[config.mk]
export PLATFORM = sky130hd
export DESIGN_NAME = fetch_unit_flat
export DESIGN_NICKNAME = d
export VERILOG_FILES = /design/src/rtl/fetch_unit_pkg.sv /design/src/rtl/fetch_unit_if.sv /design/src/rtl/fetch_skid_q.sv /design/src/rtl/fetch_unit.sv /design/src/flat_wrapper.sv
export SDC_FILE = /design/constraint.sdc
export NUM_CORES = 1
export LEC_CHECK = 0
export CORE_ASPECT_RATIO = 0.8
export CORE_MARGIN = 2
export CORE_UTILIZATION = 52
export DETAILED_ROUTE_END_ITERATION = 16
export PLACE_DENSITY_LB_ADDON = 0.15
export REMOVE_ABC_BUFFERS = 1
export SLEW_MARGIN = 10
export SYNTH_ARGS = -nofsm -noshare
export SYNTH_HDL_FRONTEND = slang
export SYNTH_SLANG_ARGS = --single-unit
[constraint.sdc]
create_clock -name clk -period 2.55 [get_ports clk]
set_input_delay 0.6375 -clock clk [delete_from_list [all_inputs] [get_ports clk]]
set_output_delay 0.6375 -clock clk [all_outputs]
set_load 0.02 [all_outputs]
[src/rtl/fetch_unit_pkg.sv]
// Shared definitions for the instruction fetch stage: RV32I opcodes, the NOP encoding,
// fetch FSM state encodings and a PC alignment helper.
package fetch_unit_pkg;

  localparam logic [6:0] OPC_LOAD   = 7'b000_0011;
  localparam logic [6:0] OPC_STORE  = 7'b010_0011;
  localparam logic [6:0] OPC_OP     = 7'b011_0011;
  localparam logic [6:0] OPC_OP_IMM = 7'b001_0011;
  localparam logic [6:0] OPC_JAL    = 7'b110_1111;
  localparam logic [6:0] OPC_JALR   = 7'b110_0111;
  localparam logic [6:0] OPC_BRANCH = 7'b110_0011;

  // addi x0, x0, 0
  localparam logic [31:0] NOP_INSTR = {12'd0, 5'd0, 3'd0, 5'd0, OPC_OP_IMM};

  typedef enum logic [1:0] {
    S_BOOT = 2'd0,
    S_RUN  = 2'd1,
    S_DROP = 2'd2
  } fetch_state_e;

  function automatic logic [31:0] align_word(input logic [31:0] addr);
    return {addr[31:2], 2'b00};
  endfunction

endpackage

[src/rtl/fetch_unit_if.sv]
// Fetch stage bus: icache request/response handshake, downstream control inputs and the
// instruction presented to decode.
interface fetch_unit_if;
  logic        icache_req;
  logic [31:0] icache_addr;
  logic        icache_ready;
  logic [31:0] icache_rdata;
  logic        stall;
  logic        redirect;
  logic [31:0] redirect_target;
  logic [31:0] instr;
  logic [31:0] instr_pc;
  logic [31:0] instr_pc_plus4;
  logic        instr_valid;

  modport master (
    output icache_req, icache_addr, instr, instr_pc, instr_pc_plus4, instr_valid,
    input  icache_ready, icache_rdata, stall, redirect, redirect_target
  );

  modport slave (
    input  icache_req, icache_addr, instr, instr_pc, instr_pc_plus4, instr_valid,
    output icache_ready, icache_rdata, stall, redirect, redirect_target
  );
endinterface

[src/rtl/fetch_skid_q.sv]
// Two-entry {pc, instr} queue: head register drives the fetch outputs, skid register absorbs
// one extra word while downstream is stalled.
module fetch_skid_q #(
  parameter logic [31:0] RESET_PC  = 32'h0000_0000,
  parameter logic [31:0] NOP_INSTR = 32'h0000_0013
) (
  input  logic        clk,
  input  logic        rst_n,
  input  logic        i_push,
  input  logic [31:0] i_push_pc,
  input  logic [31:0] i_push_instr,
  input  logic        i_pop,
  input  logic        i_flush,
  output logic [1:0]  o_count,
  output logic        o_valid,
  output logic [31:0] o_head_pc,
  output logic [31:0] o_head_instr
);

  logic [31:0] r_head_pc, r_head_instr, r_skid_pc, r_skid_instr;
  logic [31:0] w_head_pc_d, w_head_instr_d, w_skid_pc_d, w_skid_instr_d;
  logic [1:0]  r_count, w_count_d;
  logic        r_valid;

  always_comb begin
    w_head_pc_d    = r_head_pc;
    w_head_instr_d = r_head_instr;
    w_skid_pc_d    = r_skid_pc;
    w_skid_instr_d = r_skid_instr;
    w_count_d      = r_count;
    if (i_flush) begin
      w_count_d      = 2'd0;
      w_head_instr_d = NOP_INSTR;
    end else begin
      case ({i_push, i_pop})
        2'b10: begin
          if (r_count == 2'd0) begin
            w_head_pc_d    = i_push_pc;
            w_head_instr_d = i_push_instr;
            w_count_d      = 2'd1;
          end else begin
            w_skid_pc_d    = i_push_pc;
            w_skid_instr_d = i_push_instr;
            w_count_d      = 2'd2;
          end
        end
        2'b01: begin
          if (r_count == 2'd2) begin
            w_head_pc_d    = r_skid_pc;
            w_head_instr_d = r_skid_instr;
            w_count_d      = 2'd1;
          end else begin
            w_head_instr_d = NOP_INSTR;
            w_count_d      = 2'd0;
          end
        end
        2'b11: begin
          // Skid advances into head while the new word lands behind it: order kept, no bubble.
          if (r_count == 2'd2) begin
            w_head_pc_d    = r_skid_pc;
            w_head_instr_d = r_skid_instr;
            w_skid_pc_d    = i_push_pc;
            w_skid_instr_d = i_push_instr;
          end else begin
            w_head_pc_d    = i_push_pc;
            w_head_instr_d = i_push_instr;
            w_count_d      = 2'd1;
          end
        end
        default: ;
      endcase
    end
  end

  always_ff @(posedge clk or negedge rst_n) begin
    if (!rst_n) begin
      r_head_pc    <= RESET_PC;
      r_head_instr <= NOP_INSTR;
      r_skid_pc    <= 32'd0;
      r_skid_instr <= 32'd0;
      r_count      <= 2'd0;
      r_valid      <= 1'b0;
    end else begin
      r_head_pc    <= w_head_pc_d;
      r_head_instr <= w_head_instr_d;
      r_skid_pc    <= w_skid_pc_d;
      r_skid_instr <= w_skid_instr_d;
      r_count      <= w_count_d;
      r_valid      <= (w_count_d != 2'd0);
    end
  end

  assign o_count      = r_count;
  assign o_valid      = r_valid;
  assign o_head_pc    = r_head_pc;
  assign o_head_instr = r_head_instr;

endmodule

[src/rtl/fetch_unit.sv]
// Instruction fetch stage: PC register, icache req/ready handshake FSM, redirect handling
// and a two-entry output queue feeding decode.
module fetch_unit #(
  parameter logic [31:0] RESET_PC  = 32'h0000_0000,
  parameter logic [31:0] NOP_INSTR = fetch_unit_pkg::NOP_INSTR
) (
  input  logic         clk,
  input  logic         rst_n,
  fetch_unit_if.master bus
);
  import fetch_unit_pkg::*;

  fetch_state_e r_state, w_state_d;
  logic [31:0]  r_pc, w_pc_d, r_tgt, w_tgt_d;
  logic [1:0]   w_count;
  logic         w_valid, w_req, w_consume, w_redir, w_accept;
  logic [31:0]  w_head_pc, w_head_instr;

  // Decoded from registers only; once raised it stays up until icache_ready.
  assign w_req     = (r_state == S_DROP) || ((r_state == S_RUN) && (w_count != 2'd2));
  assign w_consume = w_valid & ~bus.stall;
  assign w_redir   = w_consume & bus.redirect;
  assign w_accept  = (r_state == S_RUN) & w_req & bus.icache_ready;

  always_comb begin
    w_state_d = r_state;
    w_pc_d    = r_pc;
    w_tgt_d   = r_tgt;
    unique case (r_state)
      S_BOOT: w_state_d = S_RUN;
      S_RUN: begin
        if (w_redir) begin
          if (w_req && !bus.icache_ready) begin
            // Pending request cannot be withdrawn: hold old pc, park the target.
            w_state_d = S_DROP;
            w_tgt_d   = align_word(bus.redirect_target);
          end else begin
            w_pc_d = align_word(bus.redirect_target);
          end
        end else if (w_accept) begin
          w_pc_d = r_pc + 32'd4;
        end
      end
      S_DROP: begin
        if (bus.icache_ready) begin
          w_pc_d    = r_tgt;
          w_state_d = S_RUN;
        end
      end
      default: w_state_d = S_BOOT;
    endcase
  end

  always_ff @(posedge clk or negedge rst_n) begin
    if (!rst_n) begin
      r_state <= S_BOOT;
      r_pc    <= RESET_PC;
      r_tgt   <= RESET_PC;
    end else begin
      r_state <= w_state_d;
      r_pc    <= w_pc_d;
      r_tgt   <= w_tgt_d;
    end
  end

  fetch_skid_q #(
    .RESET_PC  (RESET_PC),
    .NOP_INSTR (NOP_INSTR)
  ) u_skid_q (
    .clk          (clk),
    .rst_n        (rst_n),
    .i_push       (w_accept & ~w_redir),
    .i_push_pc    (r_pc),
    .i_push_instr (bus.icache_rdata),
    .i_pop        (w_consume & ~w_redir),
    .i_flush      (w_redir),
    .o_count      (w_count),
    .o_valid      (w_valid),
    .o_head_pc    (w_head_pc),
    .o_head_instr (w_head_instr)
  );

  assign bus.icache_req     = w_req;
  assign bus.icache_addr    = r_pc;
  assign bus.instr          = w_head_instr;
  assign bus.instr_pc       = w_head_pc;
  assign bus.instr_pc_plus4 = w_head_pc + 32'd4;
  assign bus.instr_valid    = w_valid;

endmodule

[src/flat_wrapper.sv]
// flat-port wrapper written by rule: the top's interface ports become plain ports
module fetch_unit_flat import fetch_unit_pkg::*;
#(
  parameter logic [31:0] RESET_PC  = 32'h0000_0000,
  parameter logic [31:0] NOP_INSTR = fetch_unit_pkg::NOP_INSTR
)
  (clk, rst_n, bus_icache_req, bus_icache_addr, bus_instr, bus_instr_pc, bus_instr_pc_plus4, bus_instr_valid, bus_icache_ready, bus_icache_rdata, bus_stall, bus_redirect, bus_redirect_target);
  fetch_unit_if bus_i ();
  input  logic clk;
  input  logic rst_n;
  output wire logic [$bits(bus_i.icache_req)-1:0] bus_icache_req;
  output wire logic [$bits(bus_i.icache_addr)-1:0] bus_icache_addr;
  output wire logic [$bits(bus_i.instr)-1:0] bus_instr;
  output wire logic [$bits(bus_i.instr_pc)-1:0] bus_instr_pc;
  output wire logic [$bits(bus_i.instr_pc_plus4)-1:0] bus_instr_pc_plus4;
  output wire logic [$bits(bus_i.instr_valid)-1:0] bus_instr_valid;
  input wire logic [$bits(bus_i.icache_ready)-1:0] bus_icache_ready;
  input wire logic [$bits(bus_i.icache_rdata)-1:0] bus_icache_rdata;
  input wire logic [$bits(bus_i.stall)-1:0] bus_stall;
  input wire logic [$bits(bus_i.redirect)-1:0] bus_redirect;
  input wire logic [$bits(bus_i.redirect_target)-1:0] bus_redirect_target;
  assign bus_icache_req = bus_i.icache_req;
  assign bus_icache_addr = bus_i.icache_addr;
  assign bus_instr = bus_i.instr;
  assign bus_instr_pc = bus_i.instr_pc;
  assign bus_instr_pc_plus4 = bus_i.instr_pc_plus4;
  assign bus_instr_valid = bus_i.instr_valid;
  assign bus_i.icache_ready = bus_icache_ready;
  assign bus_i.icache_rdata = bus_icache_rdata;
  assign bus_i.stall = bus_stall;
  assign bus_i.redirect = bus_redirect;
  assign bus_i.redirect_target = bus_redirect_target;
  fetch_unit #(.RESET_PC(RESET_PC), .NOP_INSTR(NOP_INSTR)) u_core (.clk(clk), .rst_n(rst_n), .bus(bus_i));
endmodule
==> results.json <==
{
  "outcome": "finished, violations left",
  "violations": "setup timing",
  "cp-start-kind": "flop",
  "slew_viol_final": 0,
  "antenna_found_initial": 0,
  "path_clk_slew_ps": 70,
  "drt-initial-drc-count": 766,
  "synth_area_mm2": 0.00954,
  "initial_core_util_pct": 52.8,
  "maxCapViolCount": 0,
  "area.growth.synth_to_final_pct": 35.0,
  "die_width_um": 155,
  "synthCells": 941,
  "worst-setup-path-type": "reg -> out",
  "drc": 0,
  "dp_slack_ps": -307,
  "synth.area.top_cells": "dfrtp_1, mux2_2, nand2_1, nor2_1, o21ai_0",
  "placed_cell_area_mm2": 0.0122,
  "cp_max_fo": 3,
  "powerDensity_mw_per_mm2": 1260,
  "rsz0062_at_grt": "yes",
  "finalHoldViolCount": 0,
  "crit_arrival_ps": 2150,
  "hold_buffers": 0,
  "routedWlPerCell_um": 18.0,
  "vias": 8105,
  "viasPerCell": 5.72,
  "post-place-cells": 1377,
  "synthDistinctLibCells": 68,
  "cpMostUsedCell": "buf_6",
  "p_total_mw": 16.3,
  "postSynthAreaPerCell_um2": 10.1,
  "r2r_setup_slack_ps": 400,
  "ys_seq_elements": 190,
  "wl_met3_mm": 1.47,
  "worstSetupStartpoint": "u_core.u_skid_q.o_head_pc[3]",
  "fin_nets": 1245,
  "routed.top_layer": "met4",
  "root_buffer": "clkbuf_16",
  "synth_edf_count": 0,
  "diodes": 0,
  "p_leak_nw": 5.54,
  "maxSlewHeadroom_pct": 35.1,
  "setup_viol": 13,
  "grtUsageTotal_pct": 26.8,
  "cp_slowest_cell": "dfrtp_1",
  "globalplace.congestion": 0.871,
  "worst_path_largest_cell_delay_ps": 380,
  "crit_required_ps": 1910,
  "yosysTopAreaCell": "dfrtp_1",
  "die_y_um": 125,
  "finalNonFillerCells": 1417,
  "cts_tree": "done",
  "timing.final.crit_share_pct": 109,
  "wirelength_mm": 25.5,
  "regToRegEndpoint": "u_core.bus.icache_addr[24]",
  "crit_cells": 10,
  "core-area_mm2": 0.0181,
  "grt_start_max_net_pins": 62,
  "finalClockSkew_ps": 10.1,
  "max_freq_mhz": 359,
  "max_slew.worst_pin.slew_ps": 970,
  "cts-buffers-inserted": 17,
  "tns_ps": -2120,
  "synthFlopType": "dfrtp_1",
  "wl_met1_mm": 11.9,
  "h-tree-depth": 4,
  "period_needed_ps": 2790,
  "num_io_pins": 199,
  "io_buffers": 194,
  "yosysTopAreaCellShare_pct": 49.0,
  "drtAntennaViolNets": 0,
  "fillers": 1352,
  "first_pass_iters": 5,
  "worstReg2RegStart": "u_core.bus.icache_addr[2]",
  "synth-async-reset-ratio_pct": 100,
  "cts_buffer_depth": 2,
  "ir_drop_v": 0.000710,
  "clkLatencyLatePin_ps": 440,
  "grt_first_pass_wirelength_mm": 41.8,
  "ff2ff_path_depth": 7,
  "fin_ws_ps": -237,
  "layout-drive-gt1-share_pct": 23.3,
  "hp-class": "in -> async",
  "num_rows": 44,
  "cp-endpoint": "bus_instr_pc_plus4[26]",
  "met2_length_mm": 11.8,
  "crit_family": "buffers and inverters",
  "grt_pass1_vias": 7949,
  "end_kind": "primary output",
  "cts.sinks": 190,
  "die_area_mm2": 0.0195,
  "overflow": 0,
  "place_hpwl_mm": 17.5,
  "design_area_mm2": 0.0129,
  "yosysWarnings": 0,
  "crit_chain": "ha_2, nand2_2, nor2_2, buf_6, nand4_1, buf_6, buf_12, nor3_4, xor2_1, buf_4",
  "critical_path_buf_inv_count": 4,
  "seq_area_frac_synth_pct": 49.9
}
[through the flow]
| stage | hold slack (ps) | utilization [%] |
|---|---|---|
| after floorplan | 342 | - |
| after global placement | 462 | 67.3 |
| after detailed placement | 473 | 67.3 |
| after CTS | 189 | 70.9 |
| after global routing | 205 | 71.3 |
| final | 172 | 71.3 |
[report_power, final]
group	switching [mW]	total (mW)	internal, mW	leakage (nW)
clock network	1.23	2.73	1.49	0.280
registers	1.12	5.57	4.45	2.24
logic	4.11	7.96	3.85	3.02
[synth_stat cells (all sizes together), types with 4 or more instances]
library cell,instances
a22oi,14
a21oi,35
and3,19
nor3,7
nand4,21
inv,10
dfrtp,187
nand2,121
xor2,21
o221ai,4
a31oi,35
mux2i,4
and2,6
a221oi,20
mux2,88
xnor2,20
o22a,5
a211oi,5
nor2,112
buf,51
clkbuf,22
o21ai,46
a21o,4
nand2b,7
nand3,26
o22ai,6
[worst min-delay path by stage]
stage                                             start                          endpoint  slack, ps  cells past startpoint
after floorplan                                   rst_n        u_core.bus.icache_addr[10]        340                      0
after global placement     u_core.u_skid_q.r_skid_pc[8]      u_core.u_skid_q.r_skid_pc[8]        460                      2
after detailed placement  u_core.u_skid_q.r_skid_pc[12]     u_core.u_skid_q.r_skid_pc[12]        470                      2
after CTS                                         rst_n  u_core.u_skid_q.r_skid_instr[20]        190                      1
after global routing                              rst_n  u_core.u_skid_q.r_skid_instr[20]        210                      1
final                                             rst_n  u_core.u_skid_q.r_skid_instr[20]        170                      1
[what timing repair did]
action | CTS | global route
resized for setup | 120 | 31
setup buffers | 4 | 4
endpoints found under the setup margin | 28 | 25
pin swaps | 9 | 9
[routing by layer]
metal  track usage, %  vias up
met5                0        -
met4             5.88        0
li1                 -     3807
met1             39.8     4015
met2             41.6      258
met3             4.75       25
[cells in the final DEF (no fill, tap or decap), drive strengths merged, types with 14 or more instances in the layout]
cell / instances
inv: 15
nor2: 112
xor2: 21
a22oi: 14
o21ai: 46
xnor2: 20
nand4: 21
a31oi: 35
clkbuf: 25
a221oi: 20
dfrtp: 187
a21oi: 35
and3: 19
nand2: 121
buf: 110
clkdlybuf4s50: 164
nand3: 26
mux2: 88
[kinds of logic (layout without fill, tap and decap cells)]
logic type	Yosys count	in the layout	synth area share [%]
compound gates	197	197	13.9
xor+xnor	41	41	3.76
fa+ha+maj	2	2	0.262
buf+inv	83	328	4.56
flops	190	190	49.9
mux	92	92	10.8
other cells	1	2	0.0393
simple gates	335	335	16.7
[flip-flops by register name, indices dropped and copies added (netlist names)]
register                      count
u_core.r_tgt                     30
u_core.u_skid_q.r_skid_instr     32
u_core.u_skid_q.r_skid_pc        30
u_core.r_state                    2
u_core.u_skid_q.o_count           2
u_core.u_skid_q.o_head_instr     32
u_core.u_skid_q.o_head_pc        31
u_core.u_skid_q.o_valid           1
u_core.bus.icache_addr           30
[final cells by class]
type	instances	area (um2)	share of cell area [%]
Sequential cell	190	4760	37.0
Tap cell	230	288	2.24
Multi-Input combinational cell	669	4460	34.6
Timing Repair Buffer	286	2740	21.3
Clock buffer	19	443	3.44
Inverter	10	37.5	0.292
Clock inverter	13	153	1.19
No activity file was read; power rests on OpenSTA's default activity.
